[src/rtl/alif_multichan_neuron_system.sv]
// rtl/alif_multichan_neuron_system.sv - serial-loaded multichannel ALIF neuron (optional ALIF_REFRACTORY_EN)
module alif_multichan_neuron_system #(
    parameter int NUM_CH         = 4,
    parameter int IN_W           = 3,
    parameter int W_W            = 3,
    parameter int V_W            = 8,
    parameter int REFRACT_CYCLES = 2
) (
    input  logic                   clk,
    input  logic                   reset,
    input  logic                   enable,
    input  logic                   input_enable,
    input  logic [NUM_CH*IN_W-1:0] chan,
    input  logic                   load_mode,
    input  logic                   serial_data,
    output logic                   spike_out,
    output logic [V_W-1:0]         v_mem_out,
    output logic                   params_ready
);
    localparam int FRAME = NUM_CH*W_W + 24;
    localparam int CNT_W = $clog2(FRAME + 2);
    localparam int SW    = V_W + W_W + IN_W + $clog2(NUM_CH) + 1;
    localparam int REF_W = $clog2(REFRACT_CYCLES + 2);
    localparam logic [CNT_W-1:0]     FRAME_CNT = CNT_W'(FRAME);
    localparam logic [CNT_W-1:0]     FRAME_SAT = CNT_W'(FRAME + 1);
    localparam logic signed [SW-1:0] VMAX_S    = SW'(2**V_W - 1);
    localparam logic [V_W:0]         VMAX_U    = (V_W+1)'(2**V_W - 1);
`ifdef ALIF_REFRACTORY_EN
    localparam int REFR_LEN = REFRACT_CYCLES;
`else
    localparam int REFR_LEN = 0;
`endif

    typedef enum logic [1:0] {IDLE, SHIFT, COMMIT} load_state_t;

    load_state_t      state, state_nxt;
    logic             load_d;
    logic [FRAME-1:0] shift_reg;
    logic [FRAME-1:0] active_params;
    logic [CNT_W-1:0] bit_cnt;

    wire load_rise = load_mode & ~load_d;
    wire load_fall = ~load_mode & load_d;

    always_comb begin
        state_nxt = state;
        case (state)
            IDLE:    if (load_rise) state_nxt = SHIFT;
            SHIFT:   if (load_fall) state_nxt = COMMIT;
            COMMIT:  state_nxt = IDLE;
            default: state_nxt = IDLE;
        endcase
    end

    always_ff @(posedge clk or negedge reset) begin
        if (!reset) begin
            state         <= IDLE;
            load_d        <= 1'b0;
            shift_reg     <= '0;
            active_params <= '0;
            bit_cnt       <= '0;
            params_ready  <= 1'b0;
        end else begin
            state  <= state_nxt;
            load_d <= load_mode;
            if (state == IDLE && load_rise) begin
                bit_cnt      <= '0;
                params_ready <= 1'b0;
            end else if (state == SHIFT && load_mode && enable) begin
                shift_reg <= {shift_reg[FRAME-2:0], serial_data};
                if (bit_cnt != FRAME_SAT)
                    bit_cnt <= bit_cnt + CNT_W'(1);
            end else if (state == COMMIT && bit_cnt == FRAME_CNT) begin
                active_params <= shift_reg;
                params_ready  <= 1'b1;
            end
        end
    end

    wire [7:0] leak_rate     = active_params[23:16];
    wire [7:0] threshold_min = active_params[15:8];
    wire [3:0] leak_cycles   = active_params[7:4];
    wire [3:0] adapt_step    = active_params[3:0];

    logic [V_W-1:0]   v;
    logic [7:0]       adapt;
    logic [3:0]       leak_cnt;
    logic [REF_W-1:0] refr_cnt;

    logic                 active_step, leak, in_refr, spike;
    logic signed [SW-1:0] sum, c_ext, w_ext, vn_raw;
    logic [V_W-1:0]       v_next, thr;
    logic [V_W:0]         thr_sum;
    logic [8:0]           adapt_sum;
    logic [7:0]           adapt_inc;

    always_comb begin
        active_step = enable && params_ready && !load_mode;
        // >= so that a reload with a shorter period cannot leave the counter stranded above it
        leak    = (leak_cnt >= leak_cycles);
        in_refr = (refr_cnt != '0);
        sum     = '0;
        for (int i = 0; i < NUM_CH; i++) begin
            c_ext = SW'($signed({1'b0, chan[i*IN_W +: IN_W]}));
            w_ext = SW'($signed(active_params[24 + i*W_W +: W_W]));
            sum   = sum + c_ext * w_ext;
        end
        if (!input_enable || in_refr)
            sum = '0;
        vn_raw = SW'($signed({1'b0, v})) + sum
               - (leak ? SW'($signed({1'b0, leak_rate})) : SW'(0));
        if (vn_raw[SW-1])
            v_next = '0;
        else if (vn_raw > VMAX_S)
            v_next = VMAX_U[V_W-1:0];
        else
            v_next = vn_raw[V_W-1:0];
        thr_sum   = (V_W+1)'(threshold_min) + (V_W+1)'(adapt);
        thr       = (thr_sum > VMAX_U) ? VMAX_U[V_W-1:0] : thr_sum[V_W-1:0];
        spike     = (v_next >= thr) && !in_refr;
        adapt_sum = {1'b0, adapt} + {5'b0, adapt_step};
        adapt_inc = adapt_sum[8] ? 8'hFF : adapt_sum[7:0];
    end

    always_ff @(posedge clk or negedge reset) begin
        if (!reset) begin
            v         <= '0;
            adapt     <= '0;
            leak_cnt  <= '0;
            refr_cnt  <= '0;
            spike_out <= 1'b0;
        end else begin
            spike_out <= 1'b0;
            if (active_step) begin
                leak_cnt <= leak ? 4'd0 : leak_cnt + 4'd1;
                if (spike) begin
                    v         <= '0;
                    spike_out <= 1'b1;
                    adapt     <= adapt_inc;
                    refr_cnt  <= REF_W'(REFR_LEN);
                end else begin
                    v <= v_next;
                    if (leak && adapt != 8'd0)
                        adapt <= adapt - 8'd1;
                    if (in_refr)
                        refr_cnt <= refr_cnt - REF_W'(1);
                end
            end
        end
    end

    assign v_mem_out = v;
endmodule

[config.mk]
export PLATFORM = sky130hd
export DESIGN_NAME = alif_multichan_neuron_system
export DESIGN_NICKNAME = d
export VERILOG_FILES = /design/src/rtl/alif_multichan_neuron_system.sv
export SDC_FILE = /design/constraint.sdc
export NUM_CORES = 1
export LEC_CHECK = 0
export CORE_ASPECT_RATIO = 1.25
export CORE_UTILIZATION = 59
export DETAILED_ROUTE_END_ITERATION = 8
export DONT_BUFFER_PORTS = 1
export GPL_ROUTABILITY_DRIVEN = 0
export PLACE_DENSITY_LB_ADDON = 0.12
export SLEW_MARGIN = 20
export SYNTH_ARGS = -nofsm -noshare
export SYNTH_HDL_FRONTEND = slang
export SYNTH_SLANG_ARGS = --single-unit
[constraint.sdc]
create_clock -name clk -period 8.1 [get_ports clk]
set_clock_uncertainty 0.15 [all_clocks]
set_input_delay 1.62 -clock clk [delete_from_list [all_inputs] [get_ports clk]]
set_output_delay 1.62 -clock clk [all_outputs]
set_load 0.01 [all_outputs]
==> results by group <==
Pwr
  – Clock power frac: 0.139
  – Leakage: 4.50 nW
  – Combinational power share: 0.657
  – Sw Pwr: 1.32 mW
  – Sw frac: 0.420
  – Internal power: 1.82 mW
  – Maximum vdd ir drop: 0.000327 V
  – Pwr per Cell Area: 344 nW/µm²
  – Overall Power: 3.13 mW
  – Sequential Power Share: 0.203

Floorplan
  – Die W: 105 µm
  – Row cnt: 46
  – Die height: 130 µm
  – Number of top-level pins: 28
  – Initial core utilization: 0.607
  – Core area: 12800 µm²
  – Die ar.: 13600 µm²

Timing
  – Fin. Hold Viols: 0
  – Final WS setup: -430 ps
  – Max_slew headroom: 0.371
  – Slew at the pin with the worst max-slew slack: 943 ps
  – Finish-stage setup viols: 17
  – Setup TNS: -5230 ps
  – Final min period: 8530 ps
  – RSZ-0062 raised after global routing: yes
  – Tcrit/Tclk final: 1.05
  – Fmax: 117 MHz
  – Tightest hold margin: 351 ps
  – Max Slew Vio Count: 0

Final layout
  – Nets@finish: 951
  – Non-Filler Instances: 993
  – Commonest cells after routing, fill and taps aside: dfrtp_1 (105), inv_1 (88), mux2_2 (66)
  – Layout cells sized above 1: 0.269
  – Final instance area: 9110 µm²
  – Commonest non-fill, non-tap cell in the layout: dfrtp_1
  – Fillers: 961
  – Area Growth Syn to Fin: 17.6%
  – Number of diodes: 0
  – Final core occ: 0.713

CTS
  – Clock latency on the worst-skew pair: 350 ps
  – TritonCTS Buffers: 9
  – CTS root buffer: clkbuf_16
  – CTS tree: done
  – Max H-tree Level: 3
  – # clock sinks: 105
  – Register clock-pin slew on the reported worst setup and hold paths: 80 ps
  – # hold bufs at CTS: 0
  – Clock Path Buffers: 2

Logic synthesis
  – Synth Register Bits: 105
  – Post-synthesis average cell area: 10.3 µm²
  – Top-area cell type share of the netlist area: 0.339
  – Synth async-reset ratio: 1.00
  – Top_reg_cell synth: dfrtp_1
  – Top post-synthesis cells by area: dfrtp_1 (34%), fa_1 (11%), ha_1 (11%)
  – Yosys warns: 0
  – Distinct cells, synth: 66
  – Syn_nets: 886
  – EDFF count, synth: 0
  – Cell count after synthesis: 755
  – Synth area leader: dfrtp_1
  – Sequential share of the synthesized area: 0.339
  – Synth Cell Area: 7750 µm²

Global routing
  – Initial antenna violation count: 0
  – GRT overflow: 0
  – Total GRT Usage: 0.260
  – Largest net degree at the start of global routing: 106
  – First-pass GRT wire length: 27.7 mm
  – Vias in the first global route: 5859

Detailed routing
  – DRT met1 WL: 6.77 mm
  – Detailed-route via count: 5717
  – Wire per inst: 16.8 µm
  – 1st-iter DRT viols: 300
  – TritonRoute pass-1 iters: 5
  – Residual DRC: 0
  – DR vias/cell: 5.76
  – Post-DRT Antenna Nets: 0
  – Met2 routed WL: 8.70 mm
  – WL met3: 629 µm
  – Final WL: 16.7 mm
  – Top layer in use: met4

Place
  – Placed Area: 8500 µm²
  – HPWL after detailed placement: 12.5 mm
  – Place WS: -905 ps
  – PortBufs: 0
  – Placed cells: 968

Setup path
  – Crit Path Max Fanout: 8
  – Crit path buffers/inverters: 5
  – Setup crit end kind: flip-flop
  – Setup crit start kind: input pin
  – Slowest stage delay, CP: 520 ps
  – Worst EP required: 8220 ps
  – CP top delay family: adder cells
  – Worst endpoint data arrival time: 8660 ps
  – CP Class: input pin to flip-flop
  – Critical path's most frequent cell: fa_1
  – Crit-path slowest cell: fa_1

Run
  – # Max-Cap Violations: 0

Outcome
  – Status: complete, but fails checks
  – Failing checks: negative setup slack

Hold path
  – Hold Path Class: flip-flop to flip-flop
[cell usage after synthesis, drive strengths merged (2+ instances only)]
| library cell | count |
|---|---|
| mux2 | 67 |
| o21a | 11 |
| nand4 | 5 |
| nor2 | 48 |
| nand3 | 14 |
| clkbuf | 6 |
| o22ai | 9 |
| nor2b | 7 |
| buf | 9 |
| a31oi | 6 |
| nand2 | 50 |
| a2111oi | 2 |
| dfrtp | 105 |
| o21ai | 30 |
| o31ai | 5 |
| mux2i | 2 |
| a21o | 10 |
| o2111ai | 2 |
| a21oi | 27 |
| o21bai | 4 |
| xnor2 | 15 |
| nand2b | 12 |
| ha | 69 |
| and2 | 24 |
| a211oi | 12 |
| nand4b | 2 |
| xor2 | 10 |
| or2 | 2 |
| inv | 95 |
| a21boi | 2 |
| nor3 | 11 |
| fa | 44 |
| o211ai | 5 |
| and3 | 13 |
[final timing paths]
kind | start | end | slack [ps] | depth (start not counted)
setup / recovery | chan[7] | adapt[4] | -430 | 31
max in group asynchronous | reset | refr_cnt[1] | 6810 | 0
min in group asynchronous | reset | adapt[2] | 800 | 0
setup reg to reg | active_params[35] | adapt[4] | 230 | 32
hold / removal | shift_reg[35] | active_params[35] | 350 | 2
hold reg to reg | shift_reg[35] | active_params[35] | 350 | 2
[power groups by stage]
stage	clock (mW)	combinational [mW]	sequential, mW
3_5_place_dp	0	1.63	0.646
6_report	0.437	2.06	0.636
5_1_grt	0.468	2.21	0.644
4_1_cts	0.448	1.77	0.635
2_1_floorplan	0	1.08	0.623
3_3_place_gp	0	1.59	0.642
[kinds of logic (layout without fill, tap and decap cells)]
kind of cell,after synthesis,count (layout),share of synthesized area
and+or+nand+nor,195,195,0.127
buffers and inverters,110,180,0.0557
DFF,105,105,0.339
xor gates and xnor gates,25,25,0.0282
muxes,69,69,0.100
adders and majority gates,113,113,0.225
AOI/OAI and AO/OA,138,138,0.125
[layout make-up]
cell class | count | area [µm²] | share of cell area
clock buffers | 9 | 225 | 0.0247
clock inverters | 7 | 81.3 | 0.00892
inverters | 95 | 362 | 0.0397
multi-input cells | 540 | 5060 | 0.555
flip-flops and latches | 105 | 2630 | 0.288
well taps | 168 | 210 | 0.0231
repair buffers | 69 | 546 | 0.0599
[tightest hold or removal path, cell delays in order, from the launching register on]
cell and delay, ps:
dfrtp_1 360, nand2_1 50, o21ai_0 60
[per-layer routing]
layer  vias to the layer above  global-route usage
li1                       2735                   -
met1                      2808               0.295
met2                       127               0.475
met3                        47              0.0435
met4                         0               0.134
met5                         -                   0
[repair_timing]
item / 4_1_cts / 5_1_grt
buffers inserted: 4 / 5
setup endpoints to repair: 17 / 17
gates resized for setup: 19 / 31
pin swaps: 17 / 18
Note: power is estimated with default switching activity, not from simulation.
